--- config.mk ---
export PLATFORM = sky130hd
export DESIGN_NAME = fetch_byte_sequencer
export DESIGN_NICKNAME = d
export VERILOG_FILES = /design/src/rtl/fetch_pkg.sv /design/src/rtl/byte_idx_counter.sv /design/src/rtl/fetch_byte_sequencer.sv
export SDC_FILE = /design/constraint.sdc
export NUM_CORES = 1
export LEC_CHECK = 0
export ABC_CLOCK_PERIOD_IN_PS = 3900
export CORE_MARGIN = 5
export CORE_UTILIZATION = 40
export DETAILED_ROUTE_END_ITERATION = 16
export GPL_TIMING_DRIVEN = 1
export PLACE_DENSITY = 0.76
export SLEW_MARGIN = 20
export SYNTH_ARGS = -nofsm -noshare
export SYNTH_HDL_FRONTEND = slang
export SYNTH_SLANG_ARGS = --single-unit
export TNS_END_PERCENT = 10
--- constraint.sdc ---
create_clock -name i_clk -period 3.9 [get_ports i_clk]
set_input_delay 0.585 -clock i_clk [delete_from_list [all_inputs] [get_ports i_clk]]
set_output_delay 0.585 -clock i_clk [all_outputs]
set_load 0.02 [all_outputs]
--- src/rtl/fetch_pkg.sv ---
// Shared types and sizes for the 4-byte instruction fetch sequencer.
package fetch_pkg;

  localparam int unsigned FETCH_BYTES = 4;
  localparam int unsigned BYTE_W      = 8;

  typedef enum logic [1:0] {
    IDLE  = 2'd0,
    FETCH = 2'd1,
    DONE  = 2'd2
  } state_t;

endpackage

--- src/rtl/byte_idx_counter.sv ---
// 2-bit byte index counter with async clear, sync clear, enable and terminal count.
module byte_idx_counter #(
  parameter logic [1:0] LAST = 2'd3
) (
  input  logic       clk,
  input  logic       rst_n,
  input  logic       clr,
  input  logic       en,
  output logic [1:0] idx,
  output logic       tc
);

  // Clear wins over enable so a restart never lands on a stale index.
  always_ff @(posedge clk or negedge rst_n) begin
    if (!rst_n) begin
      idx <= 2'd0;
    end else if (clr) begin
      idx <= 2'd0;
    end else if (en) begin
      idx <= idx + 2'd1;
    end
  end

  assign tc = (idx == LAST);

endmodule

--- src/rtl/fetch_byte_sequencer.sv ---
// Sequences a 4-byte fetch from a byte-wide memory and assembles one instruction word.
// FETCH_BIG_ENDIAN_EN: when defined, byte 0 lands in the MSB lane; default is little-endian.
module fetch_byte_sequencer
  import fetch_pkg::*;
#(
  parameter int unsigned N     = 32,
  parameter int unsigned BYTES = FETCH_BYTES
) (
  input  logic                          i_clk,
  input  logic                          i_rst_,
  input  logic                          i_start,
  input  logic [N-1:0]                  i_pc,
  input  logic                          i_abort,
  input  logic                          i_mem_ready,
  input  logic [BYTE_W-1:0]             i_mem_data,
  output logic                          o_mem_rd,
  output logic [N-1:0]                  o_mem_addr,
  output logic [1:0]                    o_byte_idx,
  output logic                          o_busy,
  output logic                          o_valid,
  output logic [FETCH_BYTES*BYTE_W-1:0] o_instr
);

  state_t      state;
  state_t      state_nxt;
  logic [N-1:0] pc_latched;
  logic [1:0]  idx;
  logic [1:0]  lane;
  logic        idx_tc;
  logic        idx_en;
  logic        idx_clr;
  logic        take;

  byte_idx_counter #(
    .LAST (2'(BYTES - 1))
  ) u_idx (
    .clk   (i_clk),
    .rst_n (i_rst_),
    .clr   (idx_clr),
    .en    (idx_en),
    .idx   (idx),
    .tc    (idx_tc)
  );

`ifdef FETCH_BIG_ENDIAN_EN
  assign lane = 2'(BYTES - 1) - idx;
`else
  assign lane = idx;
`endif

  // Next state and counter control; abort outranks a same-cycle ready.
  always_comb begin
    state_nxt = state;
    idx_en    = 1'b0;
    idx_clr   = 1'b0;
    take      = 1'b0;
    case (state)
      IDLE: begin
        if (i_start) begin
          state_nxt = FETCH;
          idx_clr   = 1'b1;
        end
      end
      FETCH: begin
        if (i_abort) begin
          state_nxt = IDLE;
          idx_clr   = 1'b1;
        end else if (i_mem_ready) begin
          take = 1'b1;
          if (idx_tc) begin
            state_nxt = DONE;
          end else begin
            idx_en = 1'b1;
          end
        end
      end
      DONE: begin
        state_nxt = IDLE;
        idx_clr   = 1'b1;
      end
      default: begin
        state_nxt = IDLE;
        idx_clr   = 1'b1;
      end
    endcase
  end

  always_ff @(posedge i_clk or negedge i_rst_) begin
    if (!i_rst_) begin
      state      <= IDLE;
      pc_latched <= '0;
      o_instr    <= '0;
    end else begin
      state <= state_nxt;
      if (state == IDLE && i_start) begin
        pc_latched <= i_pc;
      end
      if (take) begin
        o_instr[BYTE_W*lane +: BYTE_W] <= i_mem_data;
      end
    end
  end

  // Strobes are pure decodes of the state register, so they drop with async reset.
  assign o_mem_rd   = (state == FETCH);
  assign o_busy     = (state != IDLE);
  assign o_valid    = (state == DONE);
  assign o_byte_idx = idx;
  assign o_mem_addr = pc_latched + N'(idx);

endmodule

# After elaboration in Yosys (flattened, before gate mapping)
# Index checks and enable logic that the tools add are counted.
totals:
  ff_bits: 68
  input_bits: 45
  out_inout_bits: 69
  wordCells: 38
op_classes:
  add_sub_neg: 3
  eq_ne: 6
  shifts: 2
  mux: 18
  n_reduce_logical: 5
ops:
  columns: ["operator", "count"]
  rows:
  - ["$neg 5->34", 1]
  - ["$shift 8x34->32 const A", 1]
  - ["$shiftx 8x34->32", 1]
  - ["$add 32x2->32", 1]
  - ["$bwmux 32", 1]
  - ["$mux 2", 6]
  - ["$mux 1", 9]
  - ["$eq 2x2->1 const B", 2]
  - ["$pmux 2 s2", 1]
  - ["$reduce_bool 2->1", 2]
  - ["$ne 3x2->1 const B", 1]
  - ["$ne 3x3->1 const B", 1]
  - ["$reduce_and 3->1", 1]
  - ["$add 2x1->2 const B", 1]
  - ["$eq 2x1->1 const B", 1]
  - ["$logic_not 2->1", 1]
  - ["$ne 2x2->1 const B", 1]
  - ["$pmux 1 s2", 1]
  - ["$logic_and 1x1->1", 1]

# Logic depth before layout (Yosys ltp)
depth:
  ltp_word: 7
  mapped_depth: 8
  ltp_nobuf: 7

# Hierarchy
# Synthesis repeated with hierarchy kept, for this count alone.
hier_totals:
  hier_cells: 331
  hier_area_um2: 3417.0
modules_own_cells:
  columns: ["mod", "instances", "cells_per_inst", "area_each_um2", "seq_area_each_um2"]
  rows:
  - ["fetch_byte_sequencer", 1, 324, 3328.2, 1651.6]
  - ["byte_idx_counter", 1, 7, 88.8, 50.0]

# Least setup slack after synthesis
# Ideal clock, no wire load.
synth_timing:
  path_type: "flip-flop to output port"
  from: "register u_idx.idx[0]"
  to: "output port o_mem_addr[18]"
  t_arrival_ps: 2334
  required_time_ps: 3315
  path_slack_ps: 981
  path_stages_with_launch: 9
  path_buffers: 1
  cell_sequence: "dfrtp_1 -> ha_1 -> inv_1 -> fa_1 -> nor2b_1 -> and4_1 -> buf_2 -> nand4_1 -> xnor2_1"
synth_between:
  elab_chain_len: 1
synth_rtl:
  columns: ["item", "line_no", "rtl"]
  rows:
  - ["start: declaration", "byte_idx_counter.sv:9", "output logic [1:0] idx,"]
  - ["start signal: assignment", "byte_idx_counter.sv:20", "idx <= idx + 2'd1;"]
  - ["$add 32x2->32", "fetch_byte_sequencer.sv:109", "assign o_mem_addr = pc_latched + N'(idx);"]
  - ["end: declaration", "fetch_byte_sequencer.sv:17", "output logic [N-1:0] o_mem_addr,"]
# No other way between the ends.

# Worst setup path in the final report
layout_timing:
  from: "register u_idx.idx[1]"
  to: "output port o_mem_addr[26]"
# Same word-level chain as after synthesis.

==> metrics.yaml <==
wl_mm: 8.880
hold_class: "primary input to asynchronous set/reset pin"
cts.sinks: 68
finClkSkew_ns: 0.01085
grt_pass1_wl_mm: 14.20
grt.total_usage_pct: 17.52
drt_iter0_drc: 77
synth_edf_count: 0
antenna_cells: 0
layout.nets: 501
ctsHtreeMaxLevel: 3
antenna_found_initial: 0
finalPower_uw: 2257
chipWidth_um: 102.3
vias: 2773
yosysSeqAreaShare_pct: 49.96
hold_viol: 0
die-area_sq_um: 10460
busiest_layer: "met2"
tritoncts: "done"
synth_flop_cell: "dfrtp_1"
fin_crit_ns: 3.641
synth_cells: 333
fmax_mhz: 274.7
met2_usage_pct: 28.54
fp.dieH_um: 102.3
wl_per_cell_um: 15.94
cts_max_path_buffers: 2
arrival_ns: 3.06
path_clk_slew_ns: 0.08
synth_nets: 387
vias_per_cell: 4.978
fin_crit_sh_pct: 93.35
synth-async-reset-ratio_pct: 100.0
yosys.area.top_type_share_pct: 49.96
clk_latency_ns: 0.34
ios: 114
maxCapViolCount: 0
clockRootBuffer: "clkbuf_8"
tightest_slew_ns: 0.9644
use_met3_pct: 4.437
initial_core_util_pct: 41.24
p_leak_uw: 0.001935
dr.pass1.iters: 4
place.gp.congestion: 0.7861
grt_max_degree: 40
required_ns: 3.31
drive_gt1_share_pct: 12.17
numPortBuffers: 113
ys_types: 33
gr-total-overflow: 0
synthTopCellsByArea: "dfrtp_1 50%, mux2_2 9.3%, nand2_1 8.8%"
route.detailed.drc: 0
syn_area_per_cell_sq_um: 10.23
hold_buffers: 0
syn_area_sq_um: 3406
worstSetupStartpointType: "flop"
setup_tns_ns: 0
postRouteAntennaNets: 0
hpwl_mm: 6.715
cp-end-kind: "primary output"
drv_slew: 0
crit_type: "flop to primary output"
pwr_density_cell_nw_per_um2: 470.1
use_met1_pct: 22.64
core_sq_um: 8258
num_rows: 33
yosys.area.top_type: "dfrtp_1"
finalSetupViolations: 0
ir_worst_vdd_mv: 0.2338
status: "finished, final reports clean"
cts_made_buffers: 9
ys_ff_latch: 68
synthToLayoutAreaGrowth_pct: 40.96
synth_warnings: 0
rsz0062_at_grt: "no"
max_slew_margin_pct: 35.57
worstPathMaxFanout: 11
grt_pass1_vias: 2823
[cell families (layout without fill, tap and decap cells)]
kind of cell,Yosys count,in the layout,synth area share [%]
simple gates,133,133,18.99
fa+ha+maj,9,9,3.527
mux,30,30,9.882
buf+inv,23,142,3.600
xor+xnor,31,31,7.972
compound gates,39,39,6.062
flops,68,68,49.96
[synthesized netlist by cell type (2+ instances only)]
| library cell | number |
|---|---|
| clkbuf_1 | 4 |
| inv_1 | 11 |
| buf_2 | 2 |
| nor3b_1 | 2 |
| buf_4 | 3 |
| nand4_1 | 16 |
| and4bb_2 | 2 |
| ha_1 | 8 |
| nor2_1 | 5 |
| dfrtp_1 | 68 |
| and4_1 | 4 |
| nor3_1 | 3 |
| and3_1 | 4 |
| mux2_2 | 28 |
| nor2b_1 | 4 |
| o21ai_0 | 35 |
| xor2_1 | 2 |
| nand2_1 | 80 |
| buf_6 | 3 |
| nand3_1 | 8 |
| xnor2_1 | 29 |
[layout by cell type, fill, tap and decap left out, types with 5 or more instances in the layout]
cell type        netlist  layout
clkdlybuf4s50_1        0     112
nand2_1               80      80
dfrtp_1               68      68
o21ai_0               35      35
xnor2_1               29      29
mux2_2                28      28
nand4_1               16      16
inv_1                 11      11
clkbuf_8               0      10
nand3_1                8       8
ha_1                   8       8
nor2_1                 5       5
[registers in the layout (all words and copies together) (netlist names)]
signal and flops:
o_instr 32, pc_latched 32, state 2, u_idx.idx 2
[report_power, final]
group / switching [uW] / internal [uW] / total, uW
clock: 270 / 311 / 582
sequential: 112 / 816 / 928
combinational: 361 / 385 / 747
total: 744 / 1510 / 2260
[timing repair]
action,in CTS,in global routing
buffers inserted,0,0
setup endpoints to repair,0,11
resized for setup,0,2
[critical path: stages, from the launching register on]
cell and delay [ns]:
dfrtp_1 0.46, inv_1 0.15, fa_1 0.48, nor2b_1 0.28, and4_4 0.37, nand4_1 0.15, xnor2_1 0.19, clkdlybuf4s50_1 0.63
[cell type report]
type,instances,area [sq um]
clock buffers,10,137.6
clock inverters,6,63.81
fillers,729,3457
inverters,11,41.29
multi-input cells,242,1584
flip-flops and latches,68,1702
well taps,105,131.4
repair buffers,115,1141
[stage by stage]
stage                     setup WS, ns  hold slack (ns)  instance area (sq um)  std cells  util [%]
after detailed placement        0.4674           0.4693                   4597        541     55.67
after floorplan                 0.9806           0.2894                   3406        333         -
after global routing           0.03886           0.4144                   4801        557     58.14
final                           0.2595           0.3491                   4801        557     58.14
after CTS                      0.07600           0.3721                   4798        557     58.11
after global placement          0.5925           0.4643                   4597        541     55.67
[metal layers]
layer	wire [um]	vias up	share of wire (%)
li1	-	1360	-
met1	3825	1319	43
met2	4364	78	49
met3	493	16	5.6
met4	197	0	2.2
met5	0	-	0
[final timing paths]
| check | from | end | slack [ns] | depth (start not counted) |
|---|---|---|---|---|
| worst max-delay path | u_idx.idx[1] | o_mem_addr[26] | 0.26 | 7 |
| worst min-delay path | i_rst_ | o_instr[4] | 0.35 | 1 |
| worst max register to register | u_idx.idx[0] | o_instr[3] | 1.67 | 6 |
| worst min register to register | o_instr[5] | o_instr[5] | 0.48 | 2 |
| max in group asynchronous | i_rst_ | pc_latched[17] | 2.61 | 2 |
| min in group i_clk | o_instr[5] | o_instr[5] | 0.48 | 2 |
Power figures use the tool's default switching activity.
